**config.mk**
```make
export PLATFORM = sky130hd
export DESIGN_NAME = scene_matrix_memory
export DESIGN_NICKNAME = d
export VERILOG_FILES = /design/src/rtl/scene_matrix_memory.sv
export SDC_FILE = /design/constraint.sdc
export NUM_CORES = 2
export LEC_CHECK = 0
export CORE_MARGIN = 10
export CORE_UTILIZATION = 25
export CTS_BUF_LIST = sky130_fd_sc_hd__clkbuf_4
export DETAILED_ROUTE_END_ITERATION = 16
export GPL_TIMING_DRIVEN = 0
export PLACE_DENSITY_LB_ADDON = 0.15
export SKIP_LAST_GASP = 1
export SYNTH_ARGS = -nofsm -noshare
export SYNTH_HDL_FRONTEND = slang
export SYNTH_SLANG_ARGS = --single-unit
```
**constraint.sdc**
```tcl
create_clock -name clk_i -period 7.6 [get_ports clk_i]
set_input_delay 1.52 -clock clk_i [delete_from_list [all_inputs] [get_ports clk_i]]
set_output_delay 1.52 -clock clk_i [all_outputs]
set_load 0.01 [all_outputs]
```
**src/rtl/scene_matrix_memory.sv**
```systemverilog
// Playfield occupancy store: 4x4 window reads, tile locking, line-clear row scan, row readout.
// Optional SCENE_MM_LINE_TOTAL_EN adds a saturating total_lines_o counter.
package scene_matrix_memory_pkg;
   typedef struct packed {
      logic [4:0] x_m;
      logic [4:0] y_m;
   } point_t;
   typedef logic [3:0][3:0] shape_t;
endpackage

module scene_matrix_memory
   import scene_matrix_memory_pkg::*;
#(
   parameter int scene_width_p  = 10,
   parameter int scene_height_p = 20
) (
   input  logic                              clk_i,
   input  logic                              reset_i,
   input  point_t                            mm_addr_i,
   output shape_t                            mm_data_o,
   input  logic                              commit_v_i,
   input  point_t                            commit_pos_i,
   input  shape_t                            commit_shape_i,
   input  logic                              clear_i,
   input  logic [$clog2(scene_height_p)-1:0] row_addr_i,
   output logic [scene_width_p-1:0]          row_data_o,
   output logic                              ready_o,
   output logic                              done_o,
   output logic [2:0]                        lines_cleared_o,
   output logic                              top_blocked_o
`ifdef SCENE_MM_LINE_TOTAL_EN
   ,
   output logic [15:0]                       total_lines_o
`endif
);

   localparam int xw = $clog2(scene_width_p);
   localparam int yw = $clog2(scene_height_p);

   typedef enum logic {eIDLE, eScan} state_e;

   state_e                   state;
   logic [scene_width_p-1:0] rows   [scene_height_p];
   logic [scene_width_p-1:0] merged [scene_height_p];
   logic [yw-1:0]            row_idx;
   logic [2:0]               count;
   logic                     row_full;

   // Anything outside the field (walls to the right, floor below) reads as occupied.
   always_comb begin
      int cx, cy;
      // NOTE: every always_comb output gets a default before any branch so no latch is inferred.
      mm_data_o = '0;
      cx = 0;
      cy = 0;
      for (int i = 0; i < 4; i++) begin
         for (int j = 0; j < 4; j++) begin
            cx = int'(mm_addr_i.x_m) + j;
            cy = int'(mm_addr_i.y_m) + i;
            if (cx >= scene_width_p || cy >= scene_height_p)
               mm_data_o[i][j] = 1'b1;
            else
               mm_data_o[i][j] = rows[cy[yw-1:0]][cx[xw-1:0]];
         end
      end
   end

   always_comb begin
      row_data_o = '0;
      if (int'(row_addr_i) < scene_height_p)
         row_data_o = rows[row_addr_i];
   end

   // Field with the committed shape OR-ed in; shape bits landing off-field are dropped.
   always_comb begin
      int cx, cy;
      cx = 0;
      cy = 0;
      for (int r = 0; r < scene_height_p; r++)
         merged[r] = rows[r];
      for (int i = 0; i < 4; i++) begin
         for (int j = 0; j < 4; j++) begin
            cx = int'(commit_pos_i.x_m) + j;
            cy = int'(commit_pos_i.y_m) + i;
            if (commit_shape_i[i][j] && cx < scene_width_p && cy < scene_height_p)
               merged[cy[yw-1:0]][cx[xw-1:0]] = 1'b1;
         end
      end
   end

   assign row_full      = (rows[row_idx] == '1);
   assign ready_o       = (state == eIDLE);
   assign top_blocked_o = |rows[0];

`ifdef SCENE_MM_LINE_TOTAL_EN
   logic [16:0] total_sum;
   assign total_sum = {1'b0, total_lines_o} + 17'(count);
`endif

   // NOTE: the field lives in flops, not RAM: the window needs all rows in parallel and reset must zero it.
   always_ff @(posedge clk_i) begin
      if (reset_i) begin
         // NOTE: sequential state uses non-blocking assignments only.
         state           <= eIDLE;
         row_idx         <= '0;
         count           <= '0;
         done_o          <= 1'b0;
         lines_cleared_o <= '0;
         for (int r = 0; r < scene_height_p; r++)
            rows[r] <= '0;
`ifdef SCENE_MM_LINE_TOTAL_EN
         total_lines_o <= '0;
`endif
      end else if (clear_i) begin
         state  <= eIDLE;
         done_o <= 1'b0;
         for (int r = 0; r < scene_height_p; r++)
            rows[r] <= '0;
`ifdef SCENE_MM_LINE_TOTAL_EN
         total_lines_o <= '0;
`endif
      end else begin
         done_o <= 1'b0;
         case (state)
            eIDLE: begin
               if (commit_v_i) begin
                  for (int r = 0; r < scene_height_p; r++)
                     rows[r] <= merged[r];
                  row_idx <= yw'(scene_height_p - 1);
                  count   <= '0;
                  state   <= eScan;
               end
            end
            eScan: begin
               if (row_full) begin
                  // Drop everything above the full row by one; recheck the same index next cycle.
                  for (int r = 1; r < scene_height_p; r++)
                     if (yw'(r) <= row_idx)
                        rows[r] <= rows[r-1];
                  rows[0] <= '0;
                  if (count != 3'd4)
                     count <= count + 3'd1;
               end else if (row_idx != '0) begin
                  row_idx <= row_idx - 1'b1;
               end else begin
                  state           <= eIDLE;
                  lines_cleared_o <= count;
                  done_o          <= 1'b1;
`ifdef SCENE_MM_LINE_TOTAL_EN
                  total_lines_o <= total_sum[16] ? 16'hFFFF : total_sum[15:0];
`endif
               end
            end
            default: state <= eIDLE;
         endcase
      end
   end

endmodule

```
# [After elaboration in Yosys (flattened, before gate mapping)]
# Memory sizes are Yosys's and may differ from the RTL's. A register that Yosys moved wholly into a read port is not among the register bits.
# Index checks and enable logic that the tools add are counted.
[op_classes] addsub=14 n_mul=0 n_div=0 magnitude_cmp=56 n_eq_ne=7 n_shift=0 mux=308 n_bitwise=84 n_reduce_logical=63
[ops] operator="$mux W200" n=16
[ops] operator="$or A200 B200 Y200" n=16
[ops] operator="$demux W10 S5" n=16
[ops] operator="$mux W10" n=77
[ops] operator="$mux W1" n=168
[ops] operator="$bmux W1 S4" n=16
[ops] operator="$or A1 B1 Y1" n=60
[ops] operator="$add A5 B2 Y6 const B" n=8
[ops] operator="$le A4 B5 Y1 const A" n=8
[ops] operator="$logic_and A1 B1 Y1" n=40
[ops] operator="$lt A4 B5 Y1 const B" n=8
[ops] operator="$mux W5" n=5
[ops] operator="$add A5 B1 Y6 const B" n=4
[ops] operator="$ge A6 B6 Y1 const B" n=4
[ops] operator="$lt A6 B1 Y1 const B" n=4
[ops] operator="$not A5 Y6" n=4
[ops] operator="$le A3 B5 Y1 const A" n=4
[ops] operator="$le A5 B5 Y1 const A" n=4
[ops] operator="$ge A6 B4 Y1 const B" n=3
[ops] operator="$ge A6 B5 Y1 const B" n=3
[ops] operator="$lt A6 B4 Y1 const B" n=3
[ops] operator="$lt A6 B5 Y1 const B" n=3
[ops] operator="$demux W1 S4" n=4
[ops] operator="$ge A4 B1 Y1 const B" n=4
[ops] operator="23 further kinds" n=50
[word_totals] register_bits=13 latch_bits=0 ram_bits=200 rom_bits=0 in_bits=45 wordCells=538 mem_count=1
[mem_list] memory="rows" words=20 word_bits=10 rd=26 rd_clocked_by_memory_dff=1 wr=20 line="43" text="logic [scene_width_p-1:0] rows [scene_height_p];"

# [Depth between registers and ports, before layout]
[depth] depth_word=40 depth_mapped=19

# [Worst setup path after synthesis]
# Ideal clock, no wire load.
[synth_timing] kind="input to output" startpoint="input mm_addr_i[0] (netlist name)" endpoint="output mm_data_o[6] (netlist name)" arrival_time_ps=5918 required_ps=6080 path_slack_ps=162 stages=17 path_cell_list="buf_2 buf_2 buf_2 buf_2 buf_2 inv_1 ha_1 buf_2 buf_1 mux4_2 mux4_2 mux2i_1 mux2i_1 nand2_1 nand2_1 a2111oi_0 o21ai_0"
[synth_rtl] item="start: declaration" line="19" text="input point_t mm_addr_i,"
[synth_rtl] item="end: declaration" line="20" text="output shape_t mm_data_o,"

==> metrics <==
worst hold path type reg -> reg; Max-slew headroom -10.16%; CTS Buf Count 60; Fin Hold WS 498.8 ps; violated checks capacitance limit, slew limit; Die Area around 0.12 mm²; Yosys warning count 0; Initial Utilization 25.13%; most frequent cells in the layout mux4_2 (287), nor2_1 (277), nand2_1 (249), edfxtp_1 (200), a21oi_1 (188); fin nets 3211; DRT antenna net count 0; core area approximately 0.11 mm²; grt ovf 0; Max rail drop VDD between 80 and 90 µV; Die Y ~350 µm; CP delay by family, top buffers and inverters; worst-path fanout max 10; Setup crit start kind primary input; Residual DRC 0; number of synthesized register bits ~220; first-pass GRT wire length slightly below 300 mm; clock transition at the registers of the reported paths 70 ps; cts hold-fix bufs 0; Root Driver clkbuf_4; worst clock skew between 100 and 150 ps; commonest non-fill, non-tap cell in the layout mux4_2; # rows around 120; CTS tree done; Avg Cell Area, Syn between 9 and 10 µm²; Setup Viol. Count Final 0; Post-synth EDFFs 200; H-tree depth 2; HPWL Detailed approximately 170 mm; detailed-route vias per instance between 7 and 8; IO Pins 77; WP buf/inv 5; number of antenna violations at the first check in global routing 24; gpl congestion 1.090; clock tree buffer depth 3; status finished with violations; CP max-delay cell a2111oi_0; CP Cell Sequence clkdlybuf4s50_1 -> clkbuf_1 -> inv_1 -> ha_1 -> nand2b_1 -> a21oi_1 -> o2111ai_1 -> buf_2 -> nor2_1 -> nor3_2 -> clkbuf_1 -> o22ai_1 -> a2111oi_0 -> o2bb2ai_1; Final Hold Violating Endpoints 0; CP arrival roughly 8100 ps; final max-slew violation count 44; crit path kind in -> reg; Pre-Repair DR Iteration Count 7; total power draw 0.004302 W; cell count after synthesis between 2000 and 3000; Req. time, crit path about 8200 ps; post-synth cell types 95; area added between synthesis and finish 15.02%; RSZ-0062 raised after global routing false; PwrDens ~130 mW/mm²; Max stage delay on crit path between 1000 and 1500 ps; Main synth FF type edfxtp_1; Lkg Pwr 10.16 nW; share of layout cells above drive strength 1 around a fifth; DIE WIDTH roughly 350 µm; setup ws final 70.92 ps; mean routed wirelength per cell about 47 µm; Area after DPL 0.03065 mm²; Mapped Area 0.02777 mm²; final wirelength 220.2 mm; Via Count 34140; GRT Overall Usage 33.38%; post-synth net total about 3000; Clk Latency, worst-skew pair approximately 900 ps; Setup crit end kind flop; largest net degree at the start of global routing 16; Final Critical Period around 7500 ps; asr flop ratio synth 0%; cell area after layout between 0.03 and 0.04 mm²; post-synthesis sequential area ratio approximately 23%; 1st-iter DRT viols 6841; Least-Margin Pin Slew around 1600 ps; I/O Buffers between 70 and 80; maximum capacitance violations 6; fin crit share around 100%; CP dominant cell by count clkbuf_1; Highest Clock Rate ~0.13 GHz; DP Worst Slack -2826 ps; clk sinks roughly 220; vias in the first global route ~32000
-- final cells by class --
| cell class | instances | area, µm² |
|---|---|---|
| antenna | 11 | 27.53 |
| clock buffer | 84 | 630.6 |
| tap | 1488 | 1862 |
| inverter | 41 | 161.4 |
| fill | 11990 | 78570 |
| multi-input combinational | 2435 | 20390 |
| clock inverter | 17 | 72.57 |
| sequential | 218 | 6366 |
| buffer | 260 | 1318 |
| timing repair buffer | 117 | 1117 |
-- sequential cells by signal (all words and copies together), names as in the netlist, named ones only --
name,count
state,1
count,3
row_idx,5
done_o,1
rows,200
lines_cleared_o,3
-- layer usage --
layer	up-vias	GRT usage, %	routed length, µm
met4	19	24.63	20250
met5	-	0.1153	293
met1	17060	40.78	80050
li1	12650	-	-
met2	3467	47.73	89380
met3	947	12.13	30200
-- worst register-to-register path, stage by stage (launching register included) --
cell	delay, ps
edfxtp_1	1010
nand4_1	160
mux4_2	500
a2111oi_0	1100
o211a_1	360
a21oi_1	250
nor3_2	1200
and3_1	550
clkbuf_1	370
nand2b_1	540
-- path summary, 6_finish.rpt --
kind                                      endpoint  cells past startpoint               start  slack (ps)
worst max-delay path                    rows[3][8]                     14     commit_pos_i[1]          70
worst min-delay path            lines_cleared_o[1]                      2  lines_cleared_o[1]         500
worst max register to register         rows[17][9]                      9          rows[3][1]        1130
worst min register to register  lines_cleared_o[1]                      2  lines_cleared_o[1]         500
-- cells by family after synthesis --
group	synth area share [%]
xor gates and xnor gates	1.068
muxes	26.41
and+or+nand+nor	15.69
buffers and inverters	4.541
DFF	22.92
AOI/OAI and AO/OA	27.89
adders and majority gates	1.487
-- synth_stat cells, types with 11 or more instances --
cell	n	area share [%]
ha_1	33	1.5
a31oi_1	31	0.70
mux4_2	286	23
o2bb2ai_1	86	2.7
nand3_1	73	1.3
edfxtp_1	200	22
nand2b_1	28	0.63
a222oi_1	11	0.40
or2_2	12	0.27
a22oi_1	64	1.7
dfxtp_1	18	1.3
mux2_2	12	0.49
buf_1	37	0.50
and3_1	31	0.70
nor2b_1	18	0.41
or3_1	12	0.27
a21oi_1	188	3.4
o21ai_0	99	1.8
xnor2_1	24	0.76
a21o_1	65	1.8
a22o_1	11	0.35
a221oi_1	74	2.3
nand4_1	51	1.1
o22ai_1	135	3.0
nor2_1	280	3.8
mux2i_1	73	2.6
nand2_1	249	3.4
o211ai_1	22	0.59
buf_2	50	0.90
a211oi_1	56	1.5
o221ai_1	25	0.79
nor4_1	22	0.50
and2_1	28	0.63
a2111oi_0	24	0.76
nor3_1	84	1.5
a221o_1	69	2.5
inv_1	38	0.51
clkbuf_1	160	2.2
-- timing repair --
item                                    4_1_cts  5_1_grt
hold endpoints to repair                      0        0
buffers inserted                              8       11
pin swaps                                     3        2
resized for setup                           133       11
endpoints found under the setup margin       16        6
-- power by group --
part	switching [W]	total, W	internal (W)
combinational	0.000991	0.00154	0.000547
sequential	0.000312	0.00168	0.00137
clock	0.000578	0.00108	0.000503
-- through the flow --
step                      util [%]  TNS, ps  instances
after floorplan                  -        0       2955
after global placement       27.46   -27380       4514
after detailed placement     27.74   -26520       4537
after CTS                    28.73   -13.47       4645
after global routing         28.88        0       4661
final                        28.90        0       4671
Note: power is estimated with default switching activity, not from simulation.
